File: config.mk
export PLATFORM = sky130hd
export DESIGN_NAME = bram_fifo_ctrl
export DESIGN_NICKNAME = d
export VERILOG_FILES = /design/src/rtl/easydram_bram_pkg.sv /design/src/rtl/bram_fifo_out_buf.sv /design/src/rtl/bram_fifo_ctrl.sv
export SDC_FILE = /design/constraint.sdc
export NUM_CORES = 1
export LEC_CHECK = 0
export CAP_MARGIN = 20
export CORE_MARGIN = 1
export CORE_UTILIZATION = 42
export DETAILED_ROUTE_END_ITERATION = 10
export PLACE_DENSITY_LB_ADDON = 0.12
export SLEW_MARGIN = 10
export SYNTH_ARGS = -nofsm -noshare
export SYNTH_HDL_FRONTEND = slang
export SYNTH_HIERARCHICAL = 1
export SYNTH_SLANG_ARGS = --single-unit
File: constraint.sdc
create_clock -name clk_i -period 3 [get_ports clk_i]
set_input_delay 0.45 -clock clk_i [delete_from_list [all_inputs] [get_ports clk_i]]
set_output_delay 0.45 -clock clk_i [all_outputs]
set_load 0.005 [all_outputs]
File: src/rtl/easydram_bram_pkg.sv
// -----------------------------------------------------------------------------
// easydram_bram_pkg
//   Shared helpers for the EasyDRAM BRAM-backed queues.
//   - addr_width() : address width for a BRAM of a given depth
//   - lvl_width()  : occupancy counter width (BRAM entries + output buffer + 0)
//   - ptr_wrap()   : pointer increment that wraps at depth-1 by explicit compare,
//                    so depths that are not a power of two work correctly
// -----------------------------------------------------------------------------
package easydram_bram_pkg;

    // Entries held in the read-side output buffer behind the BRAM.
    localparam int OUT_BUF_ENTRIES = 2;

    function automatic int addr_width(input int depth);
        return (depth > 1) ? $clog2(depth) : 1;
    endfunction

    function automatic int lvl_width(input int depth);
        return $clog2(depth + OUT_BUF_ENTRIES + 1);
    endfunction

    function automatic int ptr_wrap(input int ptr, input int depth);
        return (ptr == depth - 1) ? 0 : ptr + 1;
    endfunction

endpackage

File: src/rtl/bram_fifo_out_buf.sv
// -----------------------------------------------------------------------------
// bram_fifo_out_buf
//   Two-entry valid/ready buffer placed after the BRAM read port. It absorbs the
//   one-cycle BRAM read latency so the queue can stream at one entry per cycle.
//
//   clk_i        in   clock (posedge)
//   rst_ni       in   asynchronous active-low reset
//   clr_i        in   synchronous clear; wins over push/pop
//   push_i       in   write push_data_i into the buffer
//   push_data_i  in   DATA_WIDTH payload
//   pop_i        in   consumer takes the head entry
//   head_data_o  out  head entry payload (reset/clear value 0)
//   head_valid_o out  head entry present
//   cnt_o        out  entries held (0..2)
// -----------------------------------------------------------------------------
module bram_fifo_out_buf #(
    parameter int DATA_WIDTH = 32
) (
    input  logic                  clk_i,
    input  logic                  rst_ni,
    input  logic                  clr_i,
    input  logic                  push_i,
    input  logic [DATA_WIDTH-1:0] push_data_i,
    input  logic                  pop_i,
    output logic [DATA_WIDTH-1:0] head_data_o,
    output logic                  head_valid_o,
    output logic [1:0]            cnt_o
);

    logic [1:0]            cnt_q;
    logic [DATA_WIDTH-1:0] head_q;
    logic [DATA_WIDTH-1:0] tail_q;
    logic                  pop_eff;
    logic                  tail_load;

    assign pop_eff   = pop_i & (cnt_q != 2'd0);
    // The tail only receives data when the head stays occupied after this cycle.
    assign tail_load = push_i & (((cnt_q == 2'd1) & ~pop_eff) | ((cnt_q == 2'd2) & pop_eff));

    always_ff @(posedge clk_i or negedge rst_ni) begin
        if (!rst_ni) begin
            cnt_q  <= 2'd0;
            head_q <= '0;
        end else if (clr_i) begin
            cnt_q  <= 2'd0;
            head_q <= '0;
        end else begin
            case (cnt_q)
                2'd0: begin
                    if (push_i) begin
                        head_q <= push_data_i;
                        cnt_q  <= 2'd1;
                    end
                end
                2'd1: begin
                    if (push_i && pop_eff) begin
                        head_q <= push_data_i;
                    end else if (push_i) begin
                        cnt_q <= 2'd2;
                    end else if (pop_eff) begin
                        cnt_q <= 2'd0;
                    end
                end
                default: begin
                    // Full: the fetch logic upstream never pushes without a pop here.
                    if (pop_eff) begin
                        head_q <= tail_q;
                        cnt_q  <= push_i ? 2'd2 : 2'd1;
                    end
                end
            endcase
        end
    end

    // Payload-only register; its contents are meaningless while cnt_q < 2.
    always_ff @(posedge clk_i) begin
        if (tail_load) begin
            tail_q <= push_data_i;
        end
    end

    assign head_data_o  = head_q;
    assign head_valid_o = (cnt_q != 2'd0);
    assign cnt_o        = cnt_q;

endmodule

File: src/rtl/bram_fifo_ctrl.sv
// -----------------------------------------------------------------------------
// bram_fifo_ctrl
//   Valid/ready FIFO controller in front of a dual-port byte-masked BRAM.
//   BRAM port 0 is write-only, port 1 read-only with a one-cycle registered read.
//   A two-entry output buffer hides the read latency. Capacity BRAM_DEPTH + 2.
//
//   clk_i / rst_ni             clock, asynchronous active-low reset
//   flush_i                    synchronous clear of all entries (highest priority)
//   wr_valid_i/wr_ready_o/wr_data_i   producer side
//   rd_valid_o/rd_ready_i/rd_data_o   consumer side
//   level_o                    registered entry count (BRAM + in flight + buffer)
//   bram_p0_*                  BRAM write port (data, addr, mask, wr_en, cmd_en)
//   bram_p1_*                  BRAM read port (addr, wr_en, cmd_en, data_i)
// -----------------------------------------------------------------------------
module bram_fifo_ctrl
    import easydram_bram_pkg::*;
#(
    parameter  int DATA_WIDTH = 32,
    parameter  int BRAM_DEPTH = 128,
    localparam int ADDR_WIDTH = addr_width(BRAM_DEPTH),
    localparam int LVL_WIDTH  = lvl_width(BRAM_DEPTH)
) (
    input  logic                    clk_i,
    input  logic                    rst_ni,
    input  logic                    flush_i,
    input  logic                    wr_valid_i,
    output logic                    wr_ready_o,
    input  logic [DATA_WIDTH-1:0]   wr_data_i,
    output logic                    rd_valid_o,
    input  logic                    rd_ready_i,
    output logic [DATA_WIDTH-1:0]   rd_data_o,
    output logic [LVL_WIDTH-1:0]    level_o,
    output logic [DATA_WIDTH-1:0]   bram_p0_data_o,
    output logic [ADDR_WIDTH-1:0]   bram_p0_addr_o,
    output logic [DATA_WIDTH/8-1:0] bram_p0_mask_o,
    output logic                    bram_p0_wr_en_o,
    output logic                    bram_p0_cmd_en_o,
    output logic [ADDR_WIDTH-1:0]   bram_p1_addr_o,
    output logic                    bram_p1_wr_en_o,
    output logic                    bram_p1_cmd_en_o,
    input  logic [DATA_WIDTH-1:0]   bram_p1_data_i
);

    localparam logic [LVL_WIDTH-1:0] MEM_FULL = LVL_WIDTH'(BRAM_DEPTH);

    logic [ADDR_WIDTH-1:0] wr_ptr_q;
    logic [ADDR_WIDTH-1:0] rd_ptr_q;
    logic [LVL_WIDTH-1:0]  mem_cnt_q;
    logic [LVL_WIDTH-1:0]  level_q;
    logic                  inflight_vld_p1;

    logic                  accept;
    logic                  pop;
    logic                  fetch_p0;
    logic [1:0]            out_cnt;
    logic [2:0]            buf_occ;
    logic                  buf_room;

    // ---- fetch stage (p0): handshakes, BRAM read issue ----
    assign wr_ready_o = (mem_cnt_q != MEM_FULL);
    assign accept     = wr_valid_i & wr_ready_o & ~flush_i;
    assign pop        = rd_valid_o & rd_ready_i;

    // A fetch is allowed when the buffer will still have a free slot for the
    // read data next cycle, counting the entry already in flight and a pop now.
    assign buf_occ  = {1'b0, out_cnt} + {2'b00, inflight_vld_p1};
    assign buf_room = (buf_occ < (3'd2 + {2'b00, pop}));
    assign fetch_p0 = (mem_cnt_q != '0) & buf_room & ~flush_i;

    always_ff @(posedge clk_i or negedge rst_ni) begin
        if (!rst_ni) begin
            wr_ptr_q        <= '0;
            rd_ptr_q        <= '0;
            mem_cnt_q       <= '0;
            level_q         <= '0;
            inflight_vld_p1 <= 1'b0;
        end else if (flush_i) begin
            wr_ptr_q        <= '0;
            rd_ptr_q        <= '0;
            mem_cnt_q       <= '0;
            level_q         <= '0;
            inflight_vld_p1 <= 1'b0;
        end else begin
            if (accept) begin
                wr_ptr_q <= ADDR_WIDTH'(ptr_wrap(int'(wr_ptr_q), BRAM_DEPTH));
            end
            if (fetch_p0) begin
                rd_ptr_q <= ADDR_WIDTH'(ptr_wrap(int'(rd_ptr_q), BRAM_DEPTH));
            end
            mem_cnt_q       <= mem_cnt_q + LVL_WIDTH'(accept) - LVL_WIDTH'(fetch_p0);
            // Fetch and capture only move entries between places; the total
            // changes solely with accepts and pops.
            level_q         <= level_q + LVL_WIDTH'(accept) - LVL_WIDTH'(pop);
            inflight_vld_p1 <= fetch_p0;
        end
    end

    // ---- capture stage (p1): BRAM read data into the output buffer ----
    bram_fifo_out_buf #(
        .DATA_WIDTH (DATA_WIDTH)
    ) u_out_buf (
        .clk_i        (clk_i),
        .rst_ni       (rst_ni),
        .clr_i        (flush_i),
        .push_i       (inflight_vld_p1),
        .push_data_i  (bram_p1_data_i),
        .pop_i        (pop),
        .head_data_o  (rd_data_o),
        .head_valid_o (rd_valid_o),
        .cnt_o        (out_cnt)
    );

    assign level_o          = level_q;

    assign bram_p0_data_o   = wr_data_i;
    assign bram_p0_addr_o   = wr_ptr_q;
    assign bram_p0_mask_o   = '1;
    assign bram_p0_wr_en_o  = 1'b1;
    assign bram_p0_cmd_en_o = accept;

    assign bram_p1_addr_o   = rd_ptr_q;
    assign bram_p1_wr_en_o  = 1'b0;
    assign bram_p1_cmd_en_o = fetch_p0;

endmodule
==> results of run 1 <==
## cell families after synthesis
family                     synth area share
and+or+nand+nor                       0.140
buffers and inverters                 0.101
xor gates and xnor gates             0.0154
muxes                                0.0103
adders and majority gates            0.0665
other                               0.00147
DFF                                   0.505
AOI/OAI and AO/OA                     0.160
## worst paths after layout
kind / to / slack [ns] / depth (start not counted)
max in group asynchronous: u_out_buf/cnt_o[0]$_DFFE_PN0P_ / 2.16 / 2
min in group clk_i: u_out_buf/head_data_o[16]$_DFFE_PN0P_ / 0.50 / 1
setup reg to reg: mem_cnt_q[6]$_DFF_PN0_ / 0.17 / 12
hold / removal: u_out_buf/head_data_o[1]$_DFFE_PN0P_ / 0.16 / 1
setup / recovery: mem_cnt_q[6]$_DFF_PN0_ / 0.17 / 12
hold reg to reg: u_out_buf/head_data_o[16]$_DFFE_PN0P_ / 0.50 / 1
## cell type report
class / count / area share
Tap cell: 143 / 0.0286
Multi-Input combinational cell: 322 / 0.328
Clock inverter: 6 / 0.0108
Timing Repair Buffer: 106 / 0.168
Clock buffer: 10 / 0.0366
Sequential cell: 97 / 0.414
Inverter: 25 / 0.0150
## state kept, by name, indices dropped and copies added (netlist names)
| signal | flops |
|---|---|
| bram_p0_addr_o | 7 |
| bram_p1_addr_o | 7 |
| inflight_vld_p1 | 1 |
| level_o | 8 |
| mem_cnt_q | 8 |
| u_out_buf/cnt_o | 2 |
| u_out_buf/head_data_o | 32 |
| u_out_buf/tail_q | 32 |
## stage by stage
step | hold slack (ns) | cells | util
after detailed placement | 0.489 | 693 | 0.510
after global routing | 0.196 | 709 | 0.537
after global placement | 0.488 | 693 | 0.510
final | 0.162 | 709 | 0.537
after floorplan | 0.154 | 507 | -
after CTS | 0.176 | 709 | 0.535
## power by group
part	switching (uW)	internal [uW]	leakage, uW
clock network	503	650	0.000141
registers	229	1790	0.00116
logic	1460	1440	0.00127
total	2190	3880	0.00257
## routing by layer
layer  wire, um  GRT usage  up-vias
met5          0          0        -
met4        122     0.0498        0
met3        495     0.0513       14
met2       5150      0.300       87
met1       5580      0.258     1831
li1           -          -     1836
## placed cells by master (no fill, tap or decap), types with 4 or more instances in the layout
cell             synthesis  routed
nand3_1                  8       8
conb_1                   2       6
clkbuf_16                0       9
a211oi_1                 4       4
or3_1                    4       4
dfrtp_1                 65      63
xnor2_1                  8       8
nor2b_1                  8       8
o21ai_0                 44      43
edfxtp_1                32      32
ha_1                    24      24
and2_1                   4       4
a21oi_1                 15      13
nor3_1                   6       6
buf_4                   38      10
nand2_1                 83      83
inv_1                   25      25
a22o_1                  33      33
clkdlybuf4s50_1          0      93
nor2_1                  23      22
## worst max-delay path, cell delays in order (launching register included)
cell	delay (ns)
dfrtp_2	0.43
ha_1	0.20
ha_1	0.30
a221o_1	0.36
nor2_2	0.12
ha_1	0.14
inv_1	0.04
ha_1	0.19
fa_1	0.41
a21oi_1	0.20
o21ai_1	0.14
nand2_1	0.09
o211ai_1	0.09
## what timing repair did
item,in CTS,in global routing
endpoints found under the setup margin,0,6
endpoints found under the hold margin,0,0
gates resized for setup,0,6
hold buffers,0,0
==> impl_metrics.csv, run 1 <==
group,metric,value,unit
run_status,status,"finished, final reports clean",
final_layout,fillers,1055,
logic_synthesis,netlist_area,5120,sq um
sta,setup_slack,0.166,ns
floorplanning,ios,165,
sta,fin_crit,2.83,ns
detailed_routing,vias,3768,
cts,clkTransAtPathRegs,0.07,ns
floorplanning,chipHeight,112,um
logic_synthesis,yosysWarnings,6,
sta,skew,0.00810,ns
cts,post_cts_buffers,0,
critical_path,worstSetupPathType,"reg2reg",
logic_synthesis,syn_area_per_cell,10.2,sq um
cts,cts.sink_count,97,
final_layout,drive_above_1_share,0.0707,
floorplanning,die_x,112,um
final_layout,register_area,2590,sq um
logic_synthesis,synth_seq_cells,97,
sta,fin_crit_sh,0.945,
final_layout,syn2layout_area_growth,22.3,%
power,finalPower,6070,uW
cts,cts_tree,"yes",
sta,slew_viol_final,0,
global_routing,grt_start_max_net_pins,73,
run,maxCapViolations,0,
critical_path,cp_max_fo,6,
floorplanning,coreArea,11700,sq um
final_layout,antennaDiodeCount,0,
critical_path,crit_required,3.22,ns
critical_path,arrival,3.05,ns
logic_synthesis,synth_most_common_cell,"nand2_1",
logic_synthesis,syn-instance-count,503,
cts,cts_root_buf,"clkbuf_16",
detailed_routing,detail_route.wl_per_cell,16.0,um
final_layout,multi_input_area,2050,sq um
logic_synthesis,async_flop_share,0.670,
logic_synthesis,synth_top_area_share,0.318,
critical_path,endpoint_kind,"flip-flop",
sta,rsz0062_at_grt,"no",
global_routing,antenna_found_initial,0,
critical_path,timing.rr.start,"u_out_buf/cnt_o[0]$_DFFE_PN0P_",
critical_path,crit_start,"u_out_buf/cnt_o[0]$_DFFE_PN0P_",
global_routing,overflow,0,
logic_synthesis,synth_top_area_cell,"dfrtp_1",
detailed_routing,drc_errors,0,
power,power.leakage,0.00257,uW
cts,clock_latency,0.34,ns
place,dpl.hpwl,7.60,mm
place,portBuffers,94,
sta,max_freq,0.353,GHz
detailed_routing,dr.pass1.iters,6,
cts,htreeDepth,3,
place,dpl_cell_area,5950,sq um
final_layout,nNetsFinal,656,
sta,maxSlewHeadroom,0.519,
logic_synthesis,ys_top_cells_by_count,"nand2_1 (83), dfrtp_1 (65), o21ai_0 (44)",
floorplanning,die-area,12600,sq um
logic_synthesis,seq_area_frac_synth,0.505,
detailed_routing,drt-vias-per-instance,5.31,
detailed_routing,wl,11.4,mm
detailed_routing,drtAntennaViolNets,0,
logic_synthesis,ys_types,58,
sta,finalHoldViolations,0,
critical_path,worst_setup_path_start_kind,"flip-flop",
final_layout,design_area,6260,sq um
cts,cts_max_path_buffers,2,
logic_synthesis,synth-edff-count,32,
floorplanning,row_count,39,
logic_synthesis,ys.flop_type,"dfrtp_1",
sta,fin_setup_tns,0,ns
logic_synthesis,netlist_top_cells_area,"dfrtp_1 (32%), edfxtp_1 (19%), nand2_1 (6.1%)",
sta,worstMarginPinSlew,0.722,ns
floorplanning,start_util,0.439,
global_routing,track_usage,0.189,
cts,cts_buffers,9,
power,ir_drop,507,uV
detailed_routing,drt_iter0_drc,250,
global_routing,grt_pass1_wl,18.9,mm
worst_hold_path,hold_path.class,"in2async",
place,dp_slack,-0.0323,ns
sta,finalSetupViolations,0,
place,routabilityCongestion,0.810,
global_routing,first_global_vias,3686,
power,power_density,969,nW/um^2
No activity file was read; power rests on OpenSTA's default activity.
==> inputs of run 2 (changes only) <==
--- a/config.mk
+++ b/config.mk
@@ -9,6 +9,7 @@
 export CORE_MARGIN = 1
 export CORE_UTILIZATION = 42
 export DETAILED_ROUTE_END_ITERATION = 10
+export GPL_TIMING_DRIVEN = 0
 export PLACE_DENSITY_LB_ADDON = 0.12
 export SLEW_MARGIN = 10
 export SYNTH_ARGS = -nofsm -noshare
==> run 2 against run 1 <==
Net effect:
- sequential power barely moved
- worst setup slack lost 0.083 ns
- critical path type unchanged
- register-to-register slack lost 0.08 ns
- maximum frequency down 2.8%
- sequential share of layout area shrank 4.5 points
- core utilization is 6.5 points higher
- hold slack lost 0.15 ns
- count of clock-buffer cells in the layout stayed put
- via count grew 10%
- non-clock buffer count rose by 88
- power increased by 4.9%
- combinational power rose by 11%
==> impl_metrics.csv, run 2 (synthesis results as in run 1) <==
group,metric,value,unit
global_routing,track_usage,0.200,
detailed_routing,wl,12.4,mm
run,maxCapViolations,0,
power,ir_drop,554,uV
final_layout,nNetsFinal,744,
global_routing,met3_usage,0.0432,
detailed_routing,dr.pass1.iters,4,
cts,hold_buffers,0,
global_routing,antenna_found_initial,1,
final_layout,drive_above_1_share,0.141,
power,power_density,907,nW/um^2
place,portBuffers,126,
critical_path,worst_setup_path_start_kind,"flip-flop",
sta,maxSlewHeadroom,0.454,
cts,cts_max_path_buffers,2,
critical_path,path_common_cell,"ha_1",
cts,cts_buffers,9,
critical_path,cp.buffers_inverters,2,
final_layout,layout_commonest_cell,"clkdlybuf4s50_1",
sta,rsz0062_at_grt,"no",
sta,fin_crit,2.92,ns
sta,max_freq,0.343,GHz
sta,skew,0.00377,ns
critical_path,critPathTopFamily,"adder cells",
critical_path,endpoint_kind,"flip-flop",
global_routing,busiest_layer,"met2",
final_layout,syn2layout_area_growth,37.1,%
critical_path,reg2reg_to,"mem_cnt_q[7]$_DFF_PN0_",
detailed_routing,drt_iter0_drc,196,
global_routing,overflow,0,
cts,clock_latency,0.34,ns
final_layout,most-common-layout-cells,"clkdlybuf4s50_1 (124), nand2_1 (83), dfrtp_1 (65)",
floorplanning,ios,165,
place,dpl.hpwl,9.02,mm
cts,cts.sink_count,97,
sta,finalSetupViolations,0,
sta,worstMarginPinSlew,0.819,ns
critical_path,timing.rr.start,"inflight_vld_p1$_DFF_PN0_",
place,dpl_cell_area,6600,sq um
cts,cts_tree,"yes",
global_routing,first_global_vias,4154,
power,power.leakage,0.00295,uW
final_layout,fillers,1010,
critical_path,slowest_delay,0.39,ns
detailed_routing,detail_route.wl_per_cell,15.6,um
cts,htreeDepth,3,
floorplanning,coreArea,11700,sq um
floorplanning,die_x,112,um
critical_path,crit_required,3.23,ns
global_routing,met2_usage,0.323,
floorplanning,chipHeight,112,um
critical_path,arrival,3.14,ns
critical_path,path_cells,"ha_1 > nand3b_1 > a221o_1 > buf_6 > nor2_4 > ha_1 > inv_1 > ha_1 > nand3_1 > a21oi_2 > o32ai_2 > mux2_2",
worst_hold_path,hold_path.class,"in2async",
sta,fin_crit_sh,0.972,
sta,holdWs,0.00935,ns
critical_path,cp_max_fo,10,
place,routabilityCongestion,0.873,
sta,slew_viol_final,0,
cts,cts_root_buf,"clkbuf_16",
detailed_routing,drc_errors,0,
critical_path,r2r_setup_slack,0.08,ns
floorplanning,die-area,12600,sq um
final_layout,design_area,7020,sq um
critical_path,slowest_stage,"dfrtp_1",
sta,finalHoldViolations,0,
detailed_routing,vias,4153,
run_status,status,"finished, final reports clean",
critical_path,worstSetupPathType,"reg2reg",
floorplanning,start_util,0.439,
global_routing,met1_usage,0.267,
floorplanning,row_count,39,
cts,clkTransAtPathRegs,0.07,ns
detailed_routing,drt-vias-per-instance,5.20,
critical_path,worstRegToRegCells,12,
global_routing,grt_pass1_wl,20.0,mm
detailed_routing,drtAntennaViolNets,0,
global_routing,grt_start_max_net_pins,44,
-- run 2: layout make-up --
| class | count | area [sq um] | area share |
|---|---|---|---|
| inverters | 25 | 93.8 | 0.0134 |
| clock inverters | 6 | 56.3 | 0.00802 |
| multi-input cells | 322 | 2100 | 0.299 |
| clock buffers | 10 | 239 | 0.0340 |
| diodes | 1 | 2.50 | 0.000357 |
| plain buffers | 62 | 439 | 0.0626 |
| well taps | 143 | 179 | 0.0255 |
| repair buffers | 132 | 1330 | 0.189 |
| flip-flops and latches | 97 | 2590 | 0.369 |
-- run 2: how the worst max path moves through the flow --
stage / cells past startpoint / to / start / slack, ns
detailed placement: 13 / mem_cnt_q[6]$_DFF_PN0_ / flush_i / -1.38
floorplan: 12 / mem_cnt_q[7]$_DFF_PN0_ / u_out_buf/cnt_o[0]$_DFFE_PN0P_ / 0.08
global placement: 13 / mem_cnt_q[6]$_DFF_PN0_ / flush_i / -1.37
finish: 12 / mem_cnt_q[7]$_DFF_PN0_ / inflight_vld_p1$_DFF_PN0_ / 0.08
CTS: 13 / mem_cnt_q[7]$_DFF_PN0_ / mem_cnt_q[4]$_DFF_PN0_ / 0.009
global route: 13 / level_o[6]$_DFF_PN0_ / mem_cnt_q[4]$_DFF_PN0_ / 0.003
-- run 2: layer usage --
metal	vias to the layer above	share of wire
li1	2001	-
met5	-	0
met3	15	0.045
met4	0	0.016
met2	139	0.48
met1	1998	0.46
-- run 2: metrics by stage --
| stage | std cells | power [uW] | worst slack, ns | setup TNS [ns] | utilization |
|---|---|---|---|---|---|
| global placement | 776 | 4940 | -1.37 | -76.39 | 0.564 |
| global route | 798 | 6820 | 0.00332 | 0 | 0.602 |
| floorplan | 507 | 3870 | 0.0769 | 0 | - |
| detailed placement | 777 | 5050 | -1.38 | -9.48 | 0.566 |
| CTS | 794 | 6280 | 0.00851 | 0 | 0.596 |
| finish | 798 | 6370 | 0.0836 | 0 | 0.602 |
-- run 2: timing repair --
| item | 4_1_cts | 5_1_grt |
|---|---|---|
| setup buffers | 2 | 3 |
| cloned | 0 | 0 |
| pin swaps | 2 | 5 |
| gates resized for setup | 14 | 11 |
| setup endpoints to repair | 11 | 5 |
-- run 2: where the power goes --
group / internal, uW / switching (uW) / total (uW) / leakage, uW
sequential: 1790 / 227 / 2020 / 0.00116
combinational: 1620 / 1590 / 3210 / 0.00164
clock: 606 / 530 / 1140 / 0.000144
total: 4020 / 2350 / 6370 / 0.00295
==> inputs of run 3 (changes only) <==
--- a/config.mk
+++ b/config.mk
@@ -7,10 +7,11 @@
 export LEC_CHECK = 0
 export CAP_MARGIN = 20
 export CORE_MARGIN = 1
-export CORE_UTILIZATION = 42
+export CORE_UTILIZATION = 47
 export DETAILED_ROUTE_END_ITERATION = 10
 export GPL_TIMING_DRIVEN = 0
 export PLACE_DENSITY_LB_ADDON = 0.12
+export SKIP_LAST_GASP = 1
 export SLEW_MARGIN = 10
 export SYNTH_ARGS = -nofsm -noshare
 export SYNTH_HDL_FRONTEND = slang
==> constraint.sdc (replaced) <==
create_clock -name clk_i -period 2.8 [get_ports clk_i]
set_input_delay 0.42 -clock clk_i [delete_from_list [all_inputs] [get_ports clk_i]]
set_output_delay 0.42 -clock clk_i [all_outputs]
set_load 0.005 [all_outputs]
==> run 3 against run 2 <==
Net effect:
- die area decreased by 10%
- maximum frequency increased by 5.5%
- core utilization increased by 7.5 points
- hold slack improved by 0.34 ns
- highest routed layer unchanged
- combinational power grew 14%
- via count grew 1.5%
- cell area increased by 0.87%
- register-to-register slack lost 0.05 ns
- count of clock-buffer cells in the layout is the same
==> impl_metrics.csv, run 3 (synthesis results as in run 1) <==
group,metric,value,unit
floorplanning,ios,165,
final_layout,syn2layout_area_growth,38.3,%
final_layout,multi_input_area,2170,sq um
final_layout,drive_above_1_share,0.169,
floorplanning,chipHeight,106,um
power,p_int,4320,uW
final_layout,most-common-layout-cells,"clkdlybuf4s50_1 (123), nand2_1 (82), dfrtp_1 (65)",
critical_path,cp_max_fo,3,
sta,worstMarginPinSlew,0.793,ns
place,portBuffers,126,
power,p_clk_frac,0.150,
run,maxCapViolations,0,
cts,cts.sink_count,97,
global_routing,grt_pass1_wl,20.7,mm
floorplanning,die-area,11300,sq um
power,power.leakage,0.00297,uW
critical_path,worst_setup_path_start_kind,"flip-flop",
final_layout,nNetsFinal,754,
global_routing,grt_start_max_net_pins,40,
floorplanning,die_x,106,um
global_routing,antenna_found_initial,0,
detailed_routing,wl,12.8,mm
detailed_routing,vias,4215,
sta,max_freq,0.362,GHz
power,power_frac_seq,0.315,
detailed_routing,drc_errors,0,
sta,fin_crit_sh,0.987,
cts,cts_buffers,9,
sta,fin_setup_tns,0,ns
critical_path,arrival,3.03,ns
sta,holdWs,0.354,ns
detailed_routing,detail_route.wl_per_cell,16.0,um
power,ir_drop,592,uV
power,p_comb_frac,0.535,
sta,skew,0.0130,ns
power,power_density,970,nW/um^2
final_layout,register_area,2590,sq um
cts,clock_latency,0.37,ns
global_routing,first_global_vias,4278,
power,finalPower,6870,uW
global_routing,track_usage,0.231,
power,p_switching,2550,uW
cts,cts_tree,"yes",
sta,slew_viol_final,0,
final_layout,final_core_utilization,0.677,
final_layout,layout_commonest_cell,"clkdlybuf4s50_1",
critical_path,worstSetupPathType,"reg2reg",
sta,setup_slack,0.0366,ns
sta,finalSetupViolations,0,
cts,cts_max_path_buffers,2,
critical_path,endpoint_kind,"flip-flop",
cts,cts_root_buf,"clkbuf_8",
detailed_routing,drtAntennaViolNets,0,
final_layout,fillers,852,
sta,maxSlewHeadroom,0.471,
detailed_routing,dr.pass1.iters,5,
critical_path,crit_required,3.07,ns
place,routabilityCongestion,0.828,
floorplanning,start_util,0.489,
run_status,status,"finished, final reports clean",
detailed_routing,drt-vias-per-instance,5.27,
power,swShare,0.371,
cts,htreeDepth,3,
cts,clkTransAtPathRegs,0.10,ns
final_layout,antennaDiodeCount,0,
floorplanning,coreArea,10500,sq um
floorplanning,row_count,37,
sta,finalHoldViolations,0,
global_routing,overflow,0,
place,dpl.hpwl,8.92,mm
place,dp_slack,-1.22,ns
detailed_routing,drt_iter0_drc,222,
worst_hold_path,hold_path.class,"in2reg",
sta,fin_crit,2.76,ns
sta,rsz0062_at_grt,"yes",
==> run 3: cell count changes in the layout (fill, tap and decap cells not counted), sizes merged <==
cell	previous run	this run
dlygate4sd2	0	1
buf	57	66
clkinv	0	2
diode	1	0
bufinv	0	2
clkdlybuf4s50	124	123
inv	30	26
dlygate4sd3	0	1
==> run 3: layout make-up <==
| class | count | area share |
|---|---|---|
| flip-flops and latches | 97 | 0.365 |
| multi-input cells | 322 | 0.307 |
| repair buffers | 143 | 0.198 |
| plain buffers | 61 | 0.0599 |
| well taps | 136 | 0.0240 |
| clock buffers | 10 | 0.0194 |
| inverters | 25 | 0.0133 |
| clock inverters | 6 | 0.0127 |
==> run 3: repair_timing <==
action                                  in CTS  in global routing
pin swaps                                    8                 16
hold buffers                                 1                  0
endpoints found under the setup margin      13                 11
gates resized for setup                     22                 15
setup buffers                               11                  4
hold endpoints to repair                    26                  0
==> run 3: final timing paths <==
| kind | slack (ns) | cells after the start | endpoint | from |
|---|---|---|---|---|
| max | 0.04 | 11 | mem_cnt_q[7]$_DFF_PN0_ | inflight_vld_p1$_DFF_PN0_ |
| min | 0.35 | 2 | u_out_buf/cnt_o[1]$_DFFE_PN0P_ | flush_i |
| max reg2reg | 0.04 | 11 | mem_cnt_q[7]$_DFF_PN0_ | inflight_vld_p1$_DFF_PN0_ |
| min reg2reg | 0.51 | 1 | u_out_buf/head_data_o[24]$_DFFE_PN0P_ | u_out_buf/head_data_o[24]$_DFFE_PN0P_ |
| max in group asynchronous | 1.75 | 3 | bram_p0_addr_o[3]$_DFFE_PN0P_ | rst_ni |
| min in group asynchronous | 0.50 | 2 | u_out_buf/head_data_o[5]$_DFFE_PN0P_ | rst_ni |
==> run 3: per-layer routing <==
metal / part of all wire / track usage
met1: 0.41 / 0.289
met2: 0.53 / 0.401
met3: 0.048 / 0.0331
met4: 0.015 / 0.0952
met5: 0 / 0
==> run 3: power by group through the flow <==
stage               Combinational, uW  Sequential [uW]  Clock, uW
floorplan                        1980             2170          0
global placement                 3090             2180          0
detailed placement               3230             2190          0
CTS                              3520             2160       1060
global route                     4040             2210       1110
finish                           3670             2160       1030
==> run 3: critical path, cell delays in order, from the launching register on <==
cell and delay, ns:
dfrtp_1 0.41, ha_1 0.30, nand3b_1 0.18, a221o_1 0.40
nor2_4 0.15, ha_4 0.15, inv_2 0.05, ha_4 0.16
a21oi_4 0.19, a21oi_4 0.10, o32ai_2 0.25, mux2_4 0.32
==> run 3: stage by stage <==
step           cells  instance area, sq um
6_report         800                  7080
3_3_place_gp     769                  6570
2_1_floorplan    507                  5140
5_1_grt          800                  7080
3_5_place_dp     770                  6590
4_1_cts          797                  7000
